--- config.mk ---
export PLATFORM = sky130hd
export DESIGN_NAME = dma_chan_sched
export DESIGN_NICKNAME = d
export VERILOG_FILES = /design/src/rtl/dma_chan_sched.sv
export SDC_FILE = /design/constraint.sdc
export NUM_CORES = 1
export LEC_CHECK = 0
export CAP_MARGIN = 10
export CORE_AREA = 2 2 255 257
export CTS_CLUSTER_SIZE = 28
export DETAILED_ROUTE_END_ITERATION = 8
export DIE_AREA = 0 0 257 259
export GPL_TIMING_DRIVEN = 1
export SLEW_MARGIN = 10
export SYNTH_ARGS = -nofsm -noshare
export SYNTH_HDL_FRONTEND = slang
export SYNTH_SLANG_ARGS = --single-unit
--- constraint.sdc ---
create_clock -name clk -period 4.5 [get_ports clk]
set_input_delay 1.35 -clock clk [delete_from_list [all_inputs] [get_ports clk]]
set_output_delay 1.35 -clock clk [all_outputs]
set_load 0.05 [all_outputs]
--- src/rtl/dma_chan_sched.sv ---
// dma_chan_sched
//   Transfer engine and round-robin scheduler behind the 4-channel DMA register
//   file. An armed channel with ch_start high is granted the engine. The engine
//   copies DATA_W-bit words from src to dest, one read beat followed by one
//   write beat, over a single memory master port. Per-channel busy, done and
//   err are reported back to the register block.
// Ports
//   clk, rst_n                     clock, asynchronous active-low reset
//   ch_start/src/dest/size         per-channel request and transfer descriptor
//   ch_busy                        channel currently owns the engine
//   ch_done, ch_err                one-cycle completion / failure pulses
//   mem_addr/wdata/re/we           master request, held until mem_ack
//   mem_rdata/ack/err              memory response; mem_err qualified by mem_ack
module dma_chan_sched #(
   parameter int unsigned NCHAN  = 4,
   parameter int unsigned ADDR_W = 48,
   parameter int unsigned DATA_W = 64,
   parameter int unsigned SIZE_W = 16
) (
   input  logic                    clk,
   input  logic                    rst_n,
   input  logic [NCHAN-1:0]        ch_start,
   input  logic [NCHAN*ADDR_W-1:0] ch_src,
   input  logic [NCHAN*ADDR_W-1:0] ch_dest,
   input  logic [NCHAN*SIZE_W-1:0] ch_size,
   output logic [NCHAN-1:0]        ch_busy,
   output logic [NCHAN-1:0]        ch_done,
   output logic [NCHAN-1:0]        ch_err,
   output logic [ADDR_W-1:0]       mem_addr,
   output logic [DATA_W-1:0]       mem_wdata,
   output logic                    mem_re,
   output logic                    mem_we,
   input  logic [DATA_W-1:0]       mem_rdata,
   input  logic                    mem_ack,
   input  logic                    mem_err
);

   localparam int unsigned PTR_W = (NCHAN > 1) ? $clog2(NCHAN) : 1;
   localparam logic [ADDR_W-1:0] STRIDE = ADDR_W'(DATA_W / 8);

   typedef enum logic [1:0] {StIdle, StRd, StWr, StFin} state_e;

   state_e            state_q, state_d;
   logic [PTR_W-1:0]  rr_ptr_q, rr_ptr_d;
   logic [PTR_W-1:0]  ch_q, ch_d;
   logic [NCHAN-1:0]  arm_q, arm_d;
   logic [NCHAN-1:0]  done_q, done_d;
   logic [NCHAN-1:0]  err_q, err_d;
   logic [ADDR_W-1:0] src_q, src_d;
   logic [ADDR_W-1:0] dest_q, dest_d;
   logic [SIZE_W-1:0] rem_q, rem_d;
   logic [DATA_W-1:0] data_q, data_d;
   logic              fail_q, fail_d;

   // Unpacked views of the flattened descriptor buses
   logic [ADDR_W-1:0] src_arr  [NCHAN];
   logic [ADDR_W-1:0] dest_arr [NCHAN];
   logic [SIZE_W-1:0] size_arr [NCHAN];

   always_comb begin
      for (int unsigned i = 0; i < NCHAN; i++) begin
         src_arr[i]  = ch_src[i*ADDR_W +: ADDR_W];
         dest_arr[i] = ch_dest[i*ADDR_W +: ADDR_W];
         size_arr[i] = ch_size[i*SIZE_W +: SIZE_W];
      end
   end

   // Round-robin search from rr_ptr, ascending with wrap
   logic [NCHAN-1:0] elig;
   logic             grant_vld;
   logic [PTR_W-1:0] grant_ch;
   logic [PTR_W-1:0] cand;

   always_comb begin
      elig      = ch_start & arm_q;
      grant_vld = 1'b0;
      grant_ch  = '0;
      cand      = '0;
      for (int unsigned k = 0; k < NCHAN; k++) begin
         cand = PTR_W'((32'(rr_ptr_q) + k) % NCHAN);
         if (!grant_vld && elig[cand]) begin
            grant_vld = 1'b1;
            grant_ch  = cand;
         end
      end
   end

   // Owner dropped its start: honoured at the next beat boundary. Requests are
   // issued on entry to RD/WR, so a beat is always in flight and the boundary
   // is its ack.
   logic abort;
   assign abort = !ch_start[ch_q];

   always_comb begin
      state_d   = state_q;
      rr_ptr_d  = rr_ptr_q;
      ch_d      = ch_q;
      // Arm re-sets on any cycle the request is low
      arm_d     = arm_q | ~ch_start;
      done_d    = '0;
      err_d     = '0;
      src_d     = src_q;
      dest_d    = dest_q;
      rem_d     = rem_q;
      data_d    = data_q;
      fail_d    = fail_q;
      mem_re    = 1'b0;
      mem_we    = 1'b0;
      mem_addr  = '0;
      mem_wdata = '0;

      unique case (state_q)
         StIdle: begin
            if (grant_vld) begin
               arm_d[grant_ch] = 1'b0;
               ch_d     = grant_ch;
               rr_ptr_d = (grant_ch == PTR_W'(NCHAN - 1)) ? '0 : grant_ch + 1'b1;
               src_d    = src_arr[grant_ch];
               dest_d   = dest_arr[grant_ch];
               rem_d    = size_arr[grant_ch];
               fail_d   = 1'b0;
               state_d  = (size_arr[grant_ch] == '0) ? StFin : StRd;
            end
         end
         StRd: begin
            mem_re   = 1'b1;
            mem_addr = src_q;
            if (mem_ack) begin
               if (mem_err || abort) begin
                  fail_d  = 1'b1;
                  state_d = StFin;
               end else begin
                  data_d  = mem_rdata;
                  state_d = StWr;
               end
            end
         end
         StWr: begin
            mem_we    = 1'b1;
            mem_addr  = dest_q;
            mem_wdata = data_q;
            if (mem_ack) begin
               if (mem_err) begin
                  fail_d  = 1'b1;
                  state_d = StFin;
               end else begin
                  src_d  = src_q + STRIDE;
                  dest_d = dest_q + STRIDE;
                  rem_d  = rem_q - 1'b1;
                  if (abort) begin
                     fail_d  = 1'b1;
                     state_d = StFin;
                  end else if (rem_q == SIZE_W'(1)) begin
                     state_d = StFin;
                  end else begin
                     state_d = StRd;
                  end
               end
            end
         end
         StFin: begin
            // Pulses are registered, so they appear as busy drops
            done_d[ch_q] = !fail_q;
            err_d[ch_q]  = fail_q;
            state_d      = StIdle;
         end
         default: state_d = StIdle;
      endcase
   end

   always_ff @(posedge clk or negedge rst_n) begin
      if (!rst_n) begin
         state_q  <= StIdle;
         rr_ptr_q <= '0;
         ch_q     <= '0;
         arm_q    <= '1;
         done_q   <= '0;
         err_q    <= '0;
         src_q    <= '0;
         dest_q   <= '0;
         rem_q    <= '0;
         data_q   <= '0;
         fail_q   <= 1'b0;
      end else begin
         state_q  <= state_d;
         rr_ptr_q <= rr_ptr_d;
         ch_q     <= ch_d;
         arm_q    <= arm_d;
         done_q   <= done_d;
         err_q    <= err_d;
         src_q    <= src_d;
         dest_q   <= dest_d;
         rem_q    <= rem_d;
         data_q   <= data_d;
         fail_q   <= fail_d;
      end
   end

   always_comb begin
      ch_busy = '0;
      if (state_q != StIdle) ch_busy[ch_q] = 1'b1;
   end

   assign ch_done = done_q;
   assign ch_err  = err_q;

endmodule

== Word level (Yosys, flattened, before mapping) ==
Index checks and enable logic that the tools add are counted.
Cells by class
  reductions and logical operators: 21
  shift operators: 0
  equality and inequality tests: 11
  multiplexer cells: 69
  bitwise logic cells: 9
  $add $sub $neg: 7
  div/mod/pow operators: 0
  order comparisons: 9
  multipliers: 0
Operators by type and width (number)
  $mux 48: 10
  $pmux 48 s2: 3
  $bmux 48 s2: 2
  $add 48x4->48 const B: 2
  $mux 16: 5
  $mux 64: 1
  $bmux 16 s2: 1
  $pmux 16 s2: 1
  $mux 2: 12
  $mux 1: 20
  $mux 4: 5
  $lt 2x3->1 const B: 6
  $and 4x4->4: 4
  $eq 16x1->1 const B: 1
  $logic_not 16->1: 1
  $sub 16x1->16 const B: 1
  $bmux 1 s2: 5
  $ne 2x2->1 const B: 5
  $not 4->4: 2
  $pmux 2 s4: 1
  $eq 2x2->1 const B: 3
  $reduce_and 3->1: 2
  $reduce_and 6->1: 1
  $logic_and 1x1->1: 5
  18 further kinds: 27
Word-level totals
  bits in writable memories: 0
  bits in latches: 0
  bits of input ports: 520
  bits in read-only memories: 0
  word-level logic and storage cells: 137
  output and inout bits: 126
  memories kept: 0
  register bits after elaboration: 195

== Depth between registers and ports, before layout ==
Gate-level depths: netlist of run 1.
  depth in word-level cells: 21
  mapped depth: 12
  mapped depth without buffers: 8

== Worst setup path after synthesis of run 1 ==
Ideal clock, no wire load.
  path kind: flip-flop to output port
  start point: register state_q[0]
  end point: output port mem_addr[3]
  arrival time: 3.117 ns
  cell stages (with the launch flop): 8
  data required time: 3.150 ns
  path buffers: 3
  setup slack: 0.033 ns
  cell sequence: dfrtp_1 -> inv_1 -> ha_1 -> clkbuf_1 -> clkbuf_1 -> clkbuf_1 -> nand2_1 -> a21boi_0
Between the ends
  longest elaborated chain between the ends: 2
  elaborated cells on any way between the ends: 3
  classes of those cells: 2 x eq/ne; 1 x mux
Ends and longest elaborated chain
  start, declared: line 43  | state_e state_q, state_d;
  start signal, assigned: line 173  | state_q <= StIdle;
  start signal, assigned: line 185  | state_q <= state_d;
  $eq 2x2->1 or $eq 2x1->1 (tied branches): line 112  | unique case (state_q)
  $pmux 48 s2 *: line 112
  end, declared: line 29  | output logic [ADDR_W-1:0] mem_addr,
Mark *: on every way between the ends. The rest lies on a longest branch, timed or not.

== Worst setup path in the final report of run 1 ==
  start point: register state_q[0]
  end point: output port mem_wdata[59]
Between the ends
  longest elaborated chain between the ends: 2
Ends and longest elaborated chain
  $eq 2x2->1: line 112
  $mux 64: line 112
  end, declared: line 30  | output logic [DATA_W-1:0] mem_wdata,
No other way between the ends.

==> qor.csv, run 1 <==
metric,value,unit
worst endpoint data arrival time,2.85,ns
Initial Util,0.242,
Post-synth EDFFs,0,
largest net degree at the start of global routing,91,
WL per Instance,23.9,microns
Final min period,4.20,ns
Finished Layout Cells,3323,
min-delay worst type,register to register,
nature of the critical path startpoint,register,
Util after Layout,0.368,
setup ws final,0.301,ns
crit path capture,mem_wdata[59],
Post-DP HPWL,61400,microns
"wirelength, routed",79500,microns
sw frac,0.533,
kind of critical path,register to output pin,
Clk pwr share,0.099,
CP startpoint,state_q[0]$_DFFE_PN0P_,
VDD IR-drop max,0.000395,V
via/cell ratio,5.39,
Rel. slew slack,0.431,
first-pass GRT wire length,116000,microns
total power,16900,uW
Max Fanout on Critical Path,47,
R2R cell count,10,
Setup-failing EPs final,0,
initial antenna violation count,4,
core footprint,63900,sq um
Sequential Power Share,0.226,
Synth async-reset ratio,1.00,
Die Y,259,microns
final hold vios,0,
WP data required,3.15,ns
"Top FF cell, synth",dfrtp_1,
# resized after CTS,0,
Synth Instances,1901,
worst reg-to-reg setup slack,1.29,ns
Yosys warnings,0,
RSZ-0062 raised after global routing,false,
cell area after synthesis,15500,sq um
synth-to-layout area growth,51.9,%
number of I/O pins,646,
vias in the first global route,17600,
TritonCTS buffer count,17,
R2R Path End,src_q[20]$_DFFE_PN0P_,
combinational power share,0.676,
H-tree levels,4,
Clock Latency Late Sink,0.51,ns
CTS tree,yes,
r2r startpoint,state_q[0]$_DFFE_PN0P_,
initial drt markers,1373,
CTS hold repair buffers,0,
Setup Buffers After CTS,0,
# clock sinks,195,
GRT Residual Overflow,0,
"Slew Viols, Final",0,
leakage power,0.00937,uW
Die ar.,66600,sq um
Total GRT Usage,0.230,
GP Congestion,0.911,
Peak Freq,238,MHz
Place WS,0.0538,ns
TritonRoute pass-1 iters,8,
Critical Path End Type,output pin,
Yosys reg bits,195,
Int Pwr,7890,uW
Worst Max-Slew Pin Slew,0.846,ns
post-synth cell types,83,
DRC,0,
clock root cell,clkbuf_16,
row count,93,
clock transition at the registers of the reported paths,0.08,ns
ANT nets after route,0,
Clock Skew,0.0123,ns
share of layout cells above drive strength 1,0.117,
syn_nets,2434,
PwrDens,719,nW/um^2
vias,17900,
Placed Cells,3288,
Avg Inst Size Synth,8.15,sq um
max-cap viol count,0,
Net Sw Power,9010,uW
Final period util,0.933,
"Seq/Total Area, Yosys",0.315,
setup_tns,0,ns
status,"finished, final reports clean",
Die Width,257,microns
PortBufs,645,
Nets,2985,
buffer depth of the longest clock path,2,
## per-layer routing
metal | track usage | vias up | part of all wire
li1 | - | 8281 | -
met1 | 0.295 | 8778 | 0.43
met2 | 0.403 | 770 | 0.50
met3 | 0.0368 | 73 | 0.059
met4 | 0.0567 | 2 | 0.017
met5 | 0 | - | 0.00016
## stage by stage
step | cell area (sq um) | hold WS (ns)
global route | 23500 | 0.508
global placement | 22900 | 0.466
floorplan | 15500 | 0.456
finish | 23500 | 0.491
CTS | 23500 | 0.494
detailed placement | 22900 | 0.473
## area by class of cell
class / instances / area [sq um]
flip-flops and latches: 195 / 4880
clock inverters: 15 / 199
multi-input cells: 1512 / 9780
diodes: 3 / 7.51
clock buffers: 17 / 425
fillers: 6399 / 40400
inverters: 15 / 61.3
well taps: 855 / 1070
repair buffers: 711 / 7090
## synthesized netlist by cell type (all sizes together) (24+ instances only)
cell type	instances	area [sq um]
and3	154	965
nand2	279	1050
nor2b	53	339
buf	66	372
nor3	24	158
nor2	88	349
o221a	66	743
mux2	70	788
and2	79	494
and4	30	264
o21ai	96	480
nand4	28	190
a21oi	54	278
dfrtp	191	4780
nand3	78	390
a31oi	79	494
a22oi	50	375
a211oi	112	841
clkbuf	113	455
## worst min-delay path by stage
stage                                 from                endpoint  slack, ns  cells after the start
CTS                 data_q[43]$_DFFE_PN0P_  data_q[43]$_DFFE_PN0P_       0.49                      1
detailed placement  data_q[43]$_DFFE_PN0P_  data_q[43]$_DFFE_PN0P_       0.47                      1
finish               data_q[7]$_DFFE_PN0P_   data_q[7]$_DFFE_PN0P_       0.49                      1
global route        data_q[19]$_DFFE_PN0P_  data_q[19]$_DFFE_PN0P_       0.51                      1
floorplan           data_q[10]$_DFFE_PN0P_  data_q[10]$_DFFE_PN0P_       0.46                      1
global placement    data_q[30]$_DFFE_PN0P_  data_q[30]$_DFFE_PN0P_       0.47                      1
## flip-flops by register name, indices dropped and copies added (netlist names)
register  cells
src_q        48
data_q       64
rr_ptr_q      2
dest_q       48
fail_q        1
arm_q         4
ch_q          2
rem_q        16
ch_err        4
ch_done       4
state_q       2
## power groups by stage
stage / Sequential [uW] / Combinational, uW / Clock (uW)
after floorplan: 3310 / 7540 / 0
after global placement: 3800 / 11300 / 0
after detailed placement: 3820 / 11500 / 0
after CTS: 3800 / 11500 / 1730
after global routing: 3950 / 12300 / 1780
final: 3820 / 11400 / 1670
## cells by family (layout without fill, tap and decap cells)
group	after synthesis	count (layout)	share of synthesized area
fa+ha+maj	13	13	0.0105
other cells	0	3	0
compound gates	548	548	0.260
simple gates	869	869	0.298
mux	82	82	0.0595
flops	195	195	0.315
buf+inv	194	758	0.0572
## layout by cell type, fill, tap and decap left out, drive strengths merged, types with 13 or more instances in the layout
| cell type | synthesis | routed |
|---|---|---|
| a211oi | 112 | 112 |
| a21o | 16 | 16 |
| a21oi | 54 | 54 |
| a22oi | 50 | 50 |
| a31oi | 79 | 79 |
| and2 | 79 | 79 |
| and3 | 154 | 154 |
| and4 | 30 | 30 |
| buf | 66 | 114 |
| clkbuf | 113 | 18 |
| clkdlybuf4s50 | 0 | 596 |
| dfrtp | 191 | 191 |
| ha | 13 | 13 |
| inv | 14 | 21 |
| mux2 | 70 | 70 |
| nand2 | 279 | 279 |
| nand3 | 78 | 78 |
| nand4 | 28 | 28 |
| nor2 | 88 | 88 |
| nor2b | 53 | 53 |
| nor3 | 24 | 24 |
| nor4 | 21 | 21 |
| o21ai | 96 | 96 |
| o221a | 66 | 66 |
## critical path, stage by stage, from the launching register on
cell	delay, ns
dfrtp_1	0.44
inv_1	0.17
ha_4	0.42
buf_12	0.25
and2_1	0.16
clkdlybuf4s50_1	0.88
(Power assumes the default switching activity.)
==> run 2, diff against run 1 <==
--- a/config.mk
+++ b/config.mk
@@ -11,6 +11,7 @@
 export DETAILED_ROUTE_END_ITERATION = 8
 export DIE_AREA = 0 0 257 259
 export GPL_TIMING_DRIVEN = 1
+export REMOVE_ABC_BUFFERS = 1
 export SLEW_MARGIN = 10
 export SYNTH_ARGS = -nofsm -noshare
 export SYNTH_HDL_FRONTEND = slang
==> qor.csv, run 2 (synthesis results as in run 1) <==
metric,value,unit
share of layout cells above drive strength 1,0.0934,
setup ws final,0.153,ns
Final min period,4.35,ns
R2R Path End,src_q[41]$_DFFE_PN0P_,
Largest register FFs,64,
first-pass GRT wire length,114000,microns
Placed Cells,3274,
TritonCTS buffer count,17,
GP Congestion,0.973,
Total GRT Usage,0.226,
combinational power share,0.675,
via/cell ratio,5.35,
TritonRoute pass-1 iters,5,
H-tree levels,4,
Biggest register,data_q,
WL per Instance,23.3,microns
VDD IR-drop max,0.000434,V
most frequent cells in the layout,"642 x clkdlybuf4s50_1, 276 x nand2_1, 191 x dfrtp_1",
Clock Latency Late Sink,0.52,ns
# clock sinks,195,
Initial Util,0.242,
clock root cell,clkbuf_16,
RSZ-0062 raised after global routing,false,
CTS tree,yes,
Clk pwr share,0.104,
Critical Path End Type,output pin,
nature of the critical path startpoint,register,
vias,17700,
worst hold path endpoint,data_q[16]$_DFFE_PN0P_,
min-delay worst type,register to register,
GRT Residual Overflow,0,
Setup-failing EPs final,0,
sw frac,0.527,
core footprint,63900,sq um
kind of critical path,register to output pin,
Sequential Power Share,0.221,
Max Fanout on Critical Path,34,
Final period util,0.966,
number of filler cells placed in the layout,6431,
Finished Layout Cells,3308,
max-cap viol count,0,
Net Sw Power,8890,uW
vias in the first global route,17800,
row count,93,
Int Pwr,7990,uW
WP data required,3.15,ns
biggest regs,"data_q x64, dest_q x48, src_q x48",
area of the multi-input gates,9790,sq um
"wirelength, routed",77000,microns
ANT nets after route,0,
worst hold path depth,1,
"most common cell after layout, fill and taps aside",clkdlybuf4s50_1,
clock transition at the registers of the reported paths,0.10,ns
DRC,0,
final hold vios,0,
worst endpoint data arrival time,3.00,ns
leakage power,0.00928,uW
PortBufs,645,
r2r startpoint,src_q[13]$_DFFE_PN0P_,
synth-to-layout area growth,52.4,%
Post-DP HPWL,58000,microns
"Slowest-stage cell, CP",clkdlybuf4s50_1,
number of buffer and inverter stages on the critical path,3,
Worst path top cell family by delay,buffers and inverters,
Min-Delay Startpoint,data_q[16]$_DFFE_PN0P_,
setup_tns,0,ns
Place WS,0.440,ns
Worst Max-Slew Pin Slew,0.839,ns
R2R cell count,6,
final instance area,23600,sq um
Die ar.,66600,sq um
status,"finished, final reports clean",
Clock Skew,0.0210,ns
"Slew Viols, Final",0,
CTS hold repair buffers,0,
buffer depth of the longest clock path,2,
Die Width,257,microns
Worst path max stage delay,0.84,ns
worst reg-to-reg setup slack,1.45,ns
Die Y,259,microns
Placed Area,22900,sq um
number of I/O pins,646,
initial antenna violation count,3,
PwrDens,715,nW/um^2
worst hold slack,0.496,ns
initial drt markers,1270,
Peak Freq,230,MHz
register area,4880,sq um
largest net degree at the start of global routing,103,
"Critical Path, Cell by Cell",inv_1 -> ha_4 -> buf_4 -> a22oi_1 -> nor2b_1 -> clkdlybuf4s50_1,
Nets,2971,
Rel. slew slack,0.439,
==> run 2: changes by cell type in the layout (fill, tap and decap cells not counted), moves of 2 or more <==
cell and change:
clkdlybuf4s50_1 +46, buf_4 -64, buf_12 +2, clkinv_8 -3, dlymetal6s2s_1 +2, inv_8 -2
inv_12 +5
==> run 2: worst max path at each step <==
| stage | slack (ns) | start | cells after the start | endpoint |
|---|---|---|---|---|
| 2_1_floorplan | -12.10 | ch_start[0] | 7 | src_q[3]$_DFFE_PN0P_ |
| 3_3_place_gp | 0.47 | ch_start[2] | 8 | dest_q[44]$_DFFE_PN0P_ |
| 3_5_place_dp | 0.44 | ch_start[2] | 8 | dest_q[44]$_DFFE_PN0P_ |
| 4_1_cts | 0.05 | state_q[0]$_DFFE_PN0P_ | 6 | mem_addr[5] |
| 5_1_grt | 0.003 | state_q[0]$_DFFE_PN0P_ | 6 | mem_addr[39] |
| 6_report | 0.15 | state_q[0]$_DFFE_PN0P_ | 6 | mem_addr[38] |
==> run 2: what timing repair did <==
action | in CTS | in global routing
endpoints found under the setup margin | 0 | 2
gates resized for setup | 0 | 2
buffers inserted | 0 | 0
==> run 2: power groups by stage <==
| stage | sequential (uW) | combinational, uW | clock [uW] |
|---|---|---|---|
| finish | 3730 | 11400 | 1750 |
| floorplan | 3340 | 6760 | 0 |
| detailed placement | 3740 | 11500 | 0 |
| global route | 3880 | 12300 | 1880 |
| global placement | 3700 | 11300 | 0 |
| CTS | 3710 | 11500 | 1820 |
==> run 2: layout make-up <==
cell class / count / area share
sequential: 195 / 0.207
clock buffer: 17 / 0.0180
antenna: 2 / 0.000212
inverter: 15 / 0.00260
tap: 855 / 0.0453
clock inverter: 15 / 0.00976
multi-input combinational: 1512 / 0.415
timing repair buffer: 697 / 0.302
==> run 2: metal layers <==
metal | vias to the layer above | wire, microns | GRT usage
met1 | 8589 | 32200 | 0.283
met5 | - | 26 | 0
met2 | 762 | 37500 | 0.387
met3 | 93 | 5380 | 0.0510
met4 | 4 | 1880 | 0.0664
li1 | 8250 | - | -
==> run 2: through the flow <==
stage	utilization	total power [uW]
after floorplan	-	10100
after global routing	0.369	18100
after global placement	0.359	15000
final	0.369	16900
after detailed placement	0.359	15200
after CTS	0.369	17000
